## src/rtl/cpu_pkg.sv

```systemverilog
// Shared CPU definitions: PC/instruction widths, reset vector and fetch FSM states.
// Pure declarations, no logic.
package cpu_pkg;
  localparam int PC_W    = 16;
  localparam int INSTR_W = 17;
  localparam logic [PC_W-1:0] RESET_PC = '0;

  typedef enum logic [1:0] {
    FETCH,
    WAIT,
    DISCARD
  } fetch_state_t;
endpackage

```

## src/rtl/fetch_fifo.sv

```systemverilog
// Prefetch buffer: DEPTH-entry FIFO with synchronous clear; head visible with zero latency.
// No internal backpressure: pushes when full and pops when empty are ignored.
module fetch_fifo #(
  parameter int W     = 33,
  parameter int DEPTH = 2
) (
  input  logic                   clk,
  input  logic                   reset,
  input  logic                   push,
  input  logic [W-1:0]           push_dat,
  input  logic                   pop,
  input  logic                   clear,
  output logic [W-1:0]           head_dat,
  output logic                   empty,
  output logic [$clog2(DEPTH):0] count
);
  localparam int AW = $clog2(DEPTH);
  localparam int CW = AW + 1;
  localparam logic [CW-1:0] DEPTH_C = CW'(DEPTH);

  logic [W-1:0]  mem [DEPTH];
  logic [AW-1:0] rd_ptr;
  logic [AW-1:0] wr_ptr;
  logic          do_push;
  logic          do_pop;

  assign empty    = (count == '0);
  assign do_pop   = pop & ~empty;
  assign do_push  = push & ((count != DEPTH_C) | do_pop);
  assign head_dat = mem[rd_ptr];

  always_ff @(posedge clk or posedge reset) begin
    if (reset) begin
      rd_ptr <= '0;
      wr_ptr <= '0;
      count  <= '0;
      for (int i = 0; i < DEPTH; i++) mem[i] <= '0;
    end else if (clear) begin
      rd_ptr <= '0;
      wr_ptr <= '0;
      count  <= '0;
    end else begin
      if (do_push) begin
        mem[wr_ptr] <= push_dat;
        wr_ptr      <= wr_ptr + AW'(1);
      end
      if (do_pop) rd_ptr <= rd_ptr + AW'(1);
      if (do_push && !do_pop)      count <= count + CW'(1);
      else if (!do_push && do_pop) count <= count - CW'(1);
    end
  end
endmodule

```

## src/rtl/fetch_unit.sv

```systemverilog
// Instruction fetch with prefetch buffer; one memory request outstanding, 1 instr per 2 cycles at unit latency.
// stall holds the buffer head; requests stop once buffer occupancy plus outstanding reaches DEPTH.
module fetch_unit #(
  parameter int              PC_W     = cpu_pkg::PC_W,
  parameter int              INSTR_W  = cpu_pkg::INSTR_W,
  parameter logic [PC_W-1:0] RESET_PC = PC_W'(cpu_pkg::RESET_PC),
  parameter int              DEPTH    = 2
) (
  input  logic               clk,
  input  logic               reset,
  input  logic               PCSrc,
  input  logic [PC_W-1:0]    branch_target,
  input  logic               stall,
  output logic               imem_req,
  output logic [PC_W-1:0]    imem_addr,
  input  logic               imem_valid,
  input  logic [INSTR_W-1:0] imem_rdata,
  output logic               instr_valid,
  output logic [INSTR_W-1:0] instr_out,
  output logic [PC_W-1:0]    instr_pc
);
  import cpu_pkg::*;

  localparam int CW = $clog2(DEPTH) + 1;
  localparam logic [CW-1:0] DEPTH_C = CW'(DEPTH);

  typedef struct packed {
    logic [INSTR_W-1:0] instr;
    logic [PC_W-1:0]    pc;
  } entry_t;

  fetch_state_t    state, state_nxt;
  logic [PC_W-1:0] fetch_pc, fetch_pc_nxt;
  logic [CW-1:0]   occ;
  logic            fifo_empty;
  logic            push;
  logic            pop;
  entry_t          push_dat;
  entry_t          head_dat;

  always_ff @(posedge clk or posedge reset) begin
    if (reset) begin
      state    <= FETCH;
      fetch_pc <= RESET_PC;
    end else begin
      state    <= state_nxt;
      fetch_pc <= fetch_pc_nxt;
    end
  end

  // Only FETCH can issue, so the outstanding count is implicitly zero when checking room.
  always_comb begin
    state_nxt    = state;
    fetch_pc_nxt = fetch_pc;
    imem_req     = 1'b0;
    push         = 1'b0;
    case (state)
      FETCH: begin
        if (!reset && !PCSrc && (occ < DEPTH_C)) begin
          imem_req  = 1'b1;
          state_nxt = WAIT;
        end
      end
      WAIT: begin
        if (imem_valid) begin
          push      = ~PCSrc;
          state_nxt = FETCH;
        end else if (PCSrc) begin
          state_nxt = DISCARD;
        end
      end
      DISCARD: begin
        if (imem_valid) state_nxt = FETCH;
      end
      default: state_nxt = FETCH;
    endcase
    if (PCSrc)     fetch_pc_nxt = branch_target;
    else if (push) fetch_pc_nxt = fetch_pc + PC_W'(1);
  end

  assign imem_addr   = imem_req ? fetch_pc : '0;
  assign push_dat    = '{instr: imem_rdata, pc: fetch_pc};
  assign instr_valid = ~fifo_empty;
  assign pop         = instr_valid & ~stall & ~PCSrc;
  assign instr_out   = head_dat.instr;
  assign instr_pc    = head_dat.pc;

  fetch_fifo #(
    .W     ($bits(entry_t)),
    .DEPTH (DEPTH)
  ) u_fifo (
    .clk      (clk),
    .reset    (reset),
    .push     (push),
    .push_dat (push_dat),
    .pop      (pop),
    .clear    (PCSrc),
    .head_dat (head_dat),
    .empty    (fifo_empty),
    .count    (occ)
  );
endmodule
```

## config.mk

```make
export PLATFORM = sky130hd
export DESIGN_NAME = fetch_unit
export DESIGN_NICKNAME = d
export VERILOG_FILES = /design/src/rtl/cpu_pkg.sv /design/src/rtl/fetch_fifo.sv /design/src/rtl/fetch_unit.sv
export SDC_FILE = /design/constraint.sdc
export NUM_CORES = 1
export LEC_CHECK = 0
export CELL_PAD_IN_SITES_DETAIL_PLACEMENT = 1
export CELL_PAD_IN_SITES_GLOBAL_PLACEMENT = 1
export CORE_ASPECT_RATIO = 1.25
export CORE_MARGIN = 2
export CORE_UTILIZATION = 42
export DETAILED_ROUTE_END_ITERATION = 6
export HOLD_SLACK_MARGIN = 0.05
export PLACE_DENSITY = 0.78
export SLEW_MARGIN = 5
export SYNTH_ARGS = -nofsm -noshare
export SYNTH_HDL_FRONTEND = slang
export SYNTH_HIERARCHICAL = 1
export SYNTH_SLANG_ARGS = --single-unit
```

## constraint.sdc

```tcl
create_clock -name clk -period 2.9 [get_ports clk]
set_input_delay 0.29 -clock clk [delete_from_list [all_inputs] [get_ports clk]]
set_output_delay 0.29 -clock clk [all_outputs]
set_load 0.01 [all_outputs]
```

# Word level (Yosys, flattened, before mapping)
# Cells that the tools add are included.
dict set report totals {
  reg_bits 88
  out_inout_bits 51
}
dict set report classes {
  n_addsub 5
  n_lt_le_gt_ge 4
  eq_ne 6
  muxes 25
  n_bitwise 10
  reduce_logical 17
}
# operator count
set op_table {}
lappend op_table {{$mux 33} 4}
lappend op_table {{$bwmux 66} 1}
lappend op_table {{$mux 16} 3}
lappend op_table {{$demux 33 s1} 1}
lappend op_table {{$add 16x1->16 const B} 1}
lappend op_table {{$mux 2} 7}
lappend op_table {{$mux 1} 8}
lappend op_table {{$ne 2x2->1 const B} 3}
lappend op_table {{$pmux 2 s3} 1}
lappend op_table {{$reduce_bool 2->1} 3}
lappend op_table {{$logic_and 1x1->1} 5}
lappend op_table {{$and 1x1->1} 4}
lappend op_table {{$ge 2x2->1 const B} 2}
lappend op_table {{$logic_not 1->1} 4}
lappend op_table {{$logic_not 2->1} 2}
lappend op_table {{$not 1->2} 2}
lappend op_table {{$ne 3x3->1 const B} 1}
lappend op_table {{$not 1->1} 3}
lappend op_table {{$reduce_and 3->1} 1}
lappend op_table {{$reduce_bool 3->1} 1}
lappend op_table {{$add 1x1->1 const B} 2}
lappend op_table {{$add 2x1->2 const B} 1}
lappend op_table {{$eq 2x1->1 const B} 1}
lappend op_table {{$eq 2x2->1 const B} 1}
lappend op_table {{5 further kinds} 5}

# Depth between registers and ports, before layout
# Gate-level depths: netlist of the first run.
dict set report depth {
  ltp_word 12
  mapped_depth 9
}

# Hierarchy
# Netlist of the first run, hierarchy kept.
# module n_inst cells_per_inst area_per_inst_um2
set by_module_without_submodules {}
lappend by_module_without_submodules {fetch_fifo 1 204 3229.3}
lappend by_module_without_submodules {fetch_unit 1 137 1244.9}

# Worst setup path after synthesis of the first run
# No wires, ideal clock.
dict set report synth_path {
  kind {input to register}
  from {input port PCSrc}
  to {register u_fifo/mem[33] (netlist bit)}
  arrival_time_ps 2434
  t_required_ps 2775
  slack_ps 341
  stages 9
  path_buffers 5
  path_cell_list {buf_2 buf_1 buf_2 nor3_1 nor3b_2 or4b_1 buf_6 buf_12 mux2_4}
}
dict set report synth_via {
  elab_chain_cells 6
  elab_cells_between_ends 8
}
# item line
set synth_rtl {}
lappend synth_rtl {{from (decl)} fetch_unit.sv:11} ;# input logic PCSrc,
lappend synth_rtl {{$not 1->1 (no source line)} n/a}
lappend synth_rtl {{$and 1x1->1} fetch_unit.sv:84} ;# assign pop = instr_valid & ~stall & ~PCSrc;
lappend synth_rtl {{named net pop} fetch_unit.sv:37} ;# logic pop;
lappend synth_rtl {{$and 1x1->1} fetch_fifo.sv:28} ;# assign do_pop = pop & ~empty;
lappend synth_rtl {{$or 1x1->1} fetch_fifo.sv:29} ;# assign do_push = push & ((count != DEPTH_C) | do_pop);
lappend synth_rtl {{$and 1x1->1} fetch_fifo.sv:29}
lappend synth_rtl {{$reduce_and 2->1 (no source line)} n/a}
lappend synth_rtl {{to (signal, indexed assignment)} fetch_fifo.sv:44} ;# mem[wr_ptr] <= push_dat;
lappend synth_rtl {{to (decl)} fetch_fifo.sv:21} ;# logic [W-1:0] mem [DEPTH];
# The timed path passes the listed nets, and every way through them passes these cells.
# A chain may end at the register's enable or synchronous reset.

# Worst setup path after layout of the first run
dict set report layout_path {
  from {register state[1]}
  to {output port imem_addr[0]}
}
dict set report layout_via {
  elab_chain_cells 3
}
# item line
set layout_rtl {}
lappend layout_rtl {{from (decl)} fetch_unit.sv:32} ;# fetch_state_t state, state_nxt;
lappend layout_rtl {{from (signal assigned)} fetch_unit.sv:46} ;# state <= state_nxt;
lappend layout_rtl {{$logic_not 2->1} fetch_unit.sv:57} ;# case (state)
lappend layout_rtl {{$mux 1} fetch_unit.sv:57}
lappend layout_rtl {{$mux 16} fetch_unit.sv:81} ;# assign imem_addr = imem_req ? fetch_pc : '0;
lappend layout_rtl {{to (decl)} fetch_unit.sv:15} ;# output logic [PC_W-1:0] imem_addr,
# No other way between the ends.

==> out/results.tsv, run 1 <==
stage	metric	value	unit
status	status	completed	
grt	total gr overflow	0	
setup_path	Worst Path Required	2.61	ns
floorplan	initial core utilization	42.6	%
setup_path	R2R Setup Slk	0.62	ns
cts	deepest clock path buffer count	2	
sta	Max Clk Rate	381	MHz
grt	initial antenna violation count	0	
setup_path	Worst Reg2Reg Path Length in Cells	6	
synth	Post-Synthesis Cell Area	0.00447	mm²
power	Sequential Power Share	40.1	%
sta	TNS Setup	0	ns
final_layout	share of layout cells above drive strength 1	33.6	%
cts	CTS tree	done	
flow_run	maxcap violations	0	
cts	CTS Hold Bufs	0	
cts	Root Buffer	clkbuf_16	
grt	largest net degree at the start of global routing	44	
grt	first-pass GRT wire length	17.4	mm
floorplan	Horiz. Die Dim	96.3	µm
setup_path	Setup crit end kind	output port	
placement	DPL Wire Length	7.02	mm
drt	vias per cell	5.34	
cts	clock latency on the worst-skew pair	0.33	ns
synth	syn_area_per_cell	13.1	µm²
power	Pleak	2.63	nW
power	Worst VDD drop	0.268	mV
placement	pre-CTS setup slack	0.276	ns
drt	final wirelength	10.3	mm
power	P per Cell Area	670	mW/mm²
power	Tot Pwr	3.93	mW
sta	setup skew after layout	0.00729	ns
synth	Async S/R FF share, synth	100	%
sta	WHS	0.450	ns
synth	number of library cell types mapped by synthesis	46	
drt	DRT Pass-1 Iters	5	
sta	Worst Max-Slew Pin Slew	0.726	ns
synth	FF+latch count, synth	88	
grt	vias in the first global route	3285	
setup_path	Arr. time, crit path	2.33	ns
drt	Initial DRC Count	75	
setup_path	RR Endpoint	u_fifo/mem[39]	
placement	GPL Wtd Cong	0.778	
setup_path	crit path from	state[1]	
synth	Post-Synthesis Cells	341	
sta	fin. max-slew vios	0	
grt	Tot GR Track Use	19.6	%
cts	CTS Sinks	88	
cts	postcts setup bufs	0	
power	Sw Ratio	24.3	%
setup_path	Max Fanout on Critical Path	13	
setup_path	worst r2r src	u_fifo/count[0]	
synth	register area share after synthesis	49.2	%
floorplan	core area	0.0105	mm²
drt	wire per inst	18.1	µm
cts	TritonCTS Buffers	9	
floorplan	row cnt	42	
final_layout	area delta synth->final	31.1	%
final_layout	number of fill cells in the layout	1077	
final_layout	Net count, final	472	
final_layout	# diodes	0	
cts	CTS resizes	0	
power	combinational group share of total power	26.0	%
synth	Primary FF master, synth	dfrtp_1	
floorplan	Die ar.	0.0115	mm²
sta	setup ws final	0.277	ns
power	Clock power frac	33.9	%
floorplan	# IOs	89	
cts	H-tree levels	3	
sta	Final Setup Violations	0	
sta	minimum clock period	2.62	ns
placement	port bufs	88	
cts	clock-pin slew on the worst setup and hold paths	0.06	ns
hold_path	hold crit path type	in -> async	
final_layout	Util after Layout	55.8	%
sta	final worst-path cycle share	90.4	%
floorplan	die height	119	µm
synth	YS warnings	6	
drt	via count	3045	
drt	Routed Antenna Nets	0	
sta	Hold Vio Cnt, Final	0	
sta	Slew HR	51.6	%
synth	Syn Nets	380	
power	P_int	2.97	mW
setup_path	Critical Path Start Type	register	
setup_path	Setup CP Type	reg -> out	
sta	RSZ-0062 raised after global routing	false	
drt	number of remaining DRC errors	0	
synth	EDFF count, synth	0	
power	NetSw	956	µW
final_layout	most frequent cells in the layout	dfrtp_1 (88), clkdlybuf4s50_1 (88), mux2_2 (72)	
## routing by layer
| layer | up-vias | routed length, µm | GRT usage (%) | part of all wire [%] |
|---|---|---|---|---|
| met3 | 7 | 402 | 3.67 | 3.9 |
| met4 | 0 | 104 | 5.81 | 1.0 |
| li1 | 1393 | - | - | - |
| met5 | - | 0 | 0 | 0 |
| met2 | 62 | 5300 | 33.2 | 51 |
| met1 | 1583 | 4520 | 25.3 | 44 |
## cell families after synthesis
group | share of synthesized area, %
compound gates | 3.19
xor+xnor | 2.54
fa+ha+maj | 0.280
buf+inv | 3.83
flops | 49.2
mux | 28.5
simple gates | 12.4
## synthesized netlist by cell type (3+ instances only)
cell type,number,area [µm²]
xnor2_1,8,70.1
clkbuf_1,6,22.5
nand2_1,20,75.1
nor3_1,6,30.0
inv_1,8,30.0
mux2_4,29,435
o21ai_1,5,25.0
a21oi_1,3,15.0
mux2i_1,3,30.0
o21ai_0,11,55.1
xor2_1,5,43.8
dfrtp_1,88,2200
nor4_2,6,75.1
nand3_1,5,25.0
buf_2,5,25.0
nor2_1,11,41.3
buf_12,3,60.1
mux2_2,72,811
and2_1,14,87.6
## power by group through the flow
stage | registers [mW] | clock network (mW) | logic [mW]
after detailed placement | 1.59 | 0 | 1.03
final | 1.57 | 1.33 | 1.02
after CTS | 1.58 | 1.37 | 1.04
after floorplan | 1.54 | 0 | 0.585
after global routing | 1.61 | 1.42 | 1.10
after global placement | 1.58 | 0 | 1.01
## through the flow
stage | instances | instance area (µm²)
5_1_grt | 570 | 5860
4_1_cts | 570 | 5860
3_5_place_dp | 554 | 5520
3_3_place_gp | 554 | 5520
6_report | 570 | 5860
2_1_floorplan | 341 | 4470
## sequential cells by signal (all words and copies together), names as in the netlist
register and count:
u_fifo/wr_ptr 1, u_fifo/count 2, u_fifo/mem 66, u_fifo/rd_ptr 1
fetch_pc 16, state 2
## worst max-delay path by stage
stage	endpoint	slack (ns)
5_1_grt	imem_addr[10]	0.16
6_report	imem_addr[0]	0.28
4_1_cts	imem_addr[8]	0.24
2_1_floorplan	u_fifo/mem[33]	0.34
3_3_place_gp	u_fifo/mem[60]	0.33
3_5_place_dp	imem_addr[8]	0.28
## cell type report
type | instances | area (µm²) | share of cell area, %
sequential | 88 | 2200 | 37.6
multi-input combinational | 227 | 2110 | 35.9
timing repair buffer | 99 | 1010 | 17.3
clock buffer | 11 | 243 | 4.14
tap | 132 | 165 | 2.82
clock inverter | 5 | 104 | 1.77
inverter | 8 | 30.0 | 0.512
## worst max-delay path, stage by stage (launching register included)
cell and delay [ns]:
dfrtp_1 0.43, or4_4 0.59, nor2_4 0.14, buf_12 0.15
and2_1 0.13, clkdlybuf4s50_1 0.55
Power figures use the tool's default switching activity.
==> run 2, diff against run 1 <==
--- a/config.mk
+++ b/config.mk
@@ -5,14 +5,15 @@
 export SDC_FILE = /design/constraint.sdc
 export NUM_CORES = 1
 export LEC_CHECK = 0
+export ABC_AREA = 1
 export CELL_PAD_IN_SITES_DETAIL_PLACEMENT = 1
 export CELL_PAD_IN_SITES_GLOBAL_PLACEMENT = 1
 export CORE_ASPECT_RATIO = 1.25
 export CORE_MARGIN = 2
-export CORE_UTILIZATION = 42
+export CORE_UTILIZATION = 38
 export DETAILED_ROUTE_END_ITERATION = 6
 export HOLD_SLACK_MARGIN = 0.05
-export PLACE_DENSITY = 0.78
+export PLACE_DENSITY = 0.77
 export SLEW_MARGIN = 5
 export SYNTH_ARGS = -nofsm -noshare
 export SYNTH_HDL_FRONTEND = slang
==> run 2 against run 1 <==
Synthesized cell count rose by 76%. Utilization fell by 6.7 points. Die area rose by 15%. First-iteration DRC count grew 67%. Critical path type is now in -> out. Critical endpoint is now imem_addr[3]. Highest routed layer unchanged.
==> out/results.tsv, run 2 <==
stage	metric	value	unit	change
status	status	completed		unchanged
drt	Routed Antenna Nets	0		unchanged
final_layout	Util after Layout	49.1	%	was 55.8%
synth	syn_area_per_cell	7.81	µm²	was 13.1 µm²
floorplan	Die ar.	0.0132	mm²	was 0.0115 mm²
cts	H-tree levels	3		unchanged
synth	FF+latch count, synth	88		unchanged
drt	DRT Pass-1 Iters	4		was 5
sta	minimum clock period	2.46	ns	was 2.62 ns
sta	Max Clk Rate	407	MHz	was 381 MHz
power	Pleak	2.90	nW	was 2.63 nW
floorplan	# IOs	89		unchanged
synth	Async S/R FF share, synth	100	%	unchanged
sta	final worst-path cycle share	84.8	%	was 90.4%
power	Sw Ratio	31.2	%	was 24.3%
sta	Final Setup Violations	0		unchanged
synth	EDFF count, synth	0		unchanged
drt	final wirelength	13.0	mm	was 10.3 mm
setup_path	Critical Path Start Type	input port		was register
synth	number of library cell types mapped by synthesis	36		was 46
grt	initial antenna violation count	0		unchanged
placement	port bufs	88		unchanged
grt	Tot GR Track Use	20.7	%	was 19.6%
final_layout	Top Registers	u_fifo/mem x66, fetch_pc x16		unchanged
setup_path	CP Buf/Inv Count	2		unchanged
synth	YS warnings	6		unchanged
grt	total gr overflow	0		unchanged
synth	commonest cells in the netlist	nand2_1 (233), dfrtp_1 (88), inv_1 (64), o21ai_1 (49), nand3_1 (26)		was dfrtp_1 (88), mux2_2 (72), mux2_4 (29), nand2_1 (20), and2_1 (14)
cts	TritonCTS Buffers	9		unchanged
cts	CTS tree	done		unchanged
placement	placed cell count	835		was 554
setup_path	CP most frequent cell	clkdlybuf4s50_1		
final_layout	Net count, final	721		was 472
drt	vias per cell	4.92		was 5.34
power	combinational group share of total power	30.4	%	was 26.0%
setup_path	cell chain of the critical path	clkdlybuf4s50_1 -> nor3_4 -> nand2_4 -> nor2_1 -> clkdlybuf4s50_1		was or4_4 -> nor2_4 -> buf_12 -> and2_1 -> clkdlybuf4s50_1
sta	RSZ-0062 raised after global routing	false		unchanged
drt	via count	4183		was 3045
power	P_int	2.65	mW	was 2.97 mW
final_layout	max FFs per register	66		unchanged
hold_path	hold crit path type	in -> async		unchanged
sta	setup skew after layout	0.00766	ns	was 0.00729 ns
final_layout	# diodes	0		unchanged
floorplan	row cnt	45		was 42
sta	setup ws final	0.441	ns	was 0.277 ns
synth	synth top area cells	dfrtp_1 (47%), nand2_1 (19%), o21ai_1 (5.2%)		was dfrtp_1 (49%), mux2_2 (18%), mux2_4 (9.7%)
synth	most numerous cell in the Yosys netlist	nand2_1		was dfrtp_1
drt	wire per inst	15.3	µm	was 18.1 µm
power	P per Cell Area	648	mW/mm²	was 670 mW/mm²
setup_path	Max Fanout on Critical Path	18		was 13
grt	met2 Usage GRT	35.9	%	was 33.2%
synth	Syn Nets	638		was 380
placement	pre-CTS setup slack	0.432	ns	was 0.276 ns
placement	placed inst area	0.00567	mm²	was 0.00552 mm²
sta	Worst Max-Slew Pin Slew	0.794	ns	was 0.726 ns
cts	postcts setup bufs	0		unchanged
cts	CTS Hold Bufs	0		unchanged
synth	register area share after synthesis	47.1	%	was 49.2%
sta	Hold Vio Cnt, Final	0		unchanged
final_layout	share of layout cells above drive strength 1	10.9	%	was 33.6%
synth	Post-Synthesis Cells	599		was 341
cts	CTS resizes	0		unchanged
power	NetSw	1.20	mW	was 956 µW
synth	top cell type by total area after synthesis	dfrtp_1		unchanged
grt	global routing usage on met1	26.2	%	was 25.3%
grt	vias in the first global route	4323		was 3285
setup_path	Worst Path Required	2.61	ns	about the same
power	Clock power frac	27.9	%	was 33.9%
floorplan	core area	0.0121	mm²	was 0.0105 mm²
final_layout	area delta synth->final	27.0	%	was 31.1%
final_layout	most common cell after layout, fill and taps aside	nand2_1		
cts	clock-pin slew on the worst setup and hold paths	0.06	ns	about the same
synth	Primary FF master, synth	dfrtp_1		unchanged
grt	GRT met3 Usage	2.29	%	was 3.67%
power	Sequential Power Share	41.7	%	was 40.1%
cts	CTS Sinks	88		unchanged
setup_path	Max stage delay on crit path	0.55	ns	was 0.59 ns
sta	TNS Setup	0	ns	unchanged
floorplan	die height	128	µm	was 119 µm
final_layout	fin cells	850		was 570
setup_path	Arr. time, crit path	2.17	ns	was 2.33 ns
synth	post-synth top area share	47.1	%	was 49.2%
grt	largest net degree at the start of global routing	34		was 44
final_layout	Finished Cell Area	0.00594	mm²	was 0.00586 mm²
placement	GPL Wtd Cong	0.802		was 0.778
grt	Top Usage Layer GRT	met2		unchanged
power	Worst VDD drop	0.252	mV	was 0.268 mV
setup_path	Setup CP Type	in -> out		was reg -> out
sta	Slew HR	47.0	%	was 51.6%
sta	fin. max-slew vios	0		unchanged
cts	deepest clock path buffer count	2		unchanged
grt	first-pass GRT wire length	21.3	mm	was 17.4 mm
setup_path	Setup crit end kind	output port		unchanged
drt	Initial DRC Count	125		was 75
drt	number of remaining DRC errors	0		unchanged
floorplan	initial core utilization	38.6	%	was 42.6%
setup_path	Top delay family on crit path	buffers and inverters		was simple AND/OR/NAND/NOR gates
cts	Root Buffer	clkbuf_16		unchanged
floorplan	Horiz. Die Dim	103	µm	was 96.3 µm
setup_path	CP max-delay cell	clkdlybuf4s50_1		was or4_4
final_layout	most frequent cells in the layout	nand2_1 (233), dfrtp_1 (88), clkdlybuf4s50_1 (88)		was dfrtp_1 (88), clkdlybuf4s50_1 (88), mux2_2 (72)
placement	DPL Wire Length	9.28	mm	was 7.02 mm
final_layout	register with the most flip-flops	u_fifo/mem		unchanged
cts	clock latency on the worst-skew pair	0.34	ns	was 0.33 ns
flow_run	maxcap violations	0		unchanged
synth	Post-Synthesis Cell Area	0.00468	mm²	was 0.00447 mm²
run 2: cell families (layout without fill, tap and decap cells):
logic type	count (synthesis)	count (layout)	synth area share, %
simple gates	320	320	30.7
compound gates	86	86	11.0
buf+inv	102	189	10.6
fa+ha+maj	1	1	0.267
flops	88	88	47.1
xor+xnor	2	2	0.375
run 2: power groups by stage:
stage	logic, mW	clock network (mW)	registers (mW)
after floorplan	0.632	0	1.58
after global placement	1.13	0	1.61
after detailed placement	1.18	0	1.62
after CTS	1.19	1.11	1.60
after global routing	1.31	1.14	1.63
final	1.17	1.07	1.60
run 2: final cells by class:
cell class / count / area, µm²
clock buffers: 15 / 268
fillers: 1521 / 6170
inverters: 75 / 284
multi-input cells: 409 / 1980
flip-flops and latches: 88 / 2200
well taps: 164 / 205
repair buffers: 99 / 1000
run 2: worst paths after layout:
| check | from | endpoint | slack (ns) | depth (start not counted) |
|---|---|---|---|---|
| worst min register to register | u_fifo/mem[47] | u_fifo/mem[47] | 0.48 | 2 |
| worst max-delay path | PCSrc | imem_addr[3] | 0.44 | 5 |
| min in group clk | u_fifo/mem[47] | u_fifo/mem[47] | 0.48 | 2 |
| max in group asynchronous | reset | u_fifo/mem[4] | 1.78 | 3 |
| worst min-delay path | reset | u_fifo/count[0] | 0.39 | 2 |
| worst max register to register | u_fifo/count[1] | u_fifo/mem[48] | 0.48 | 9 |
run 2: per-stage QoR:
stage	power [mW]	hold slack, ns
2_1_floorplan	2.21	0.229
3_3_place_gp	2.74	0.466
3_5_place_dp	2.81	0.471
4_1_cts	3.90	0.402
5_1_grt	4.08	0.437
6_report	3.85	0.394
run 2: worst reg2reg max path, stage by stage (launching register included):
cell,delay (ns)
dfrtp_1,0.55
inv_1,0.12
nand2_1,0.12
inv_1,0.07
nor3_1,0.36
nand3b_4,0.26
nand3_2,0.34
buf_12,0.32
nand2_1,0.11
o21ai_2,0.07
run 2: metal layers:
metal	share of wire, %	vias to the layer above
met1	44	2042
met5	0	-
met2	51	88
met4	2.2	0
met3	3.0	19
li1	-	2034
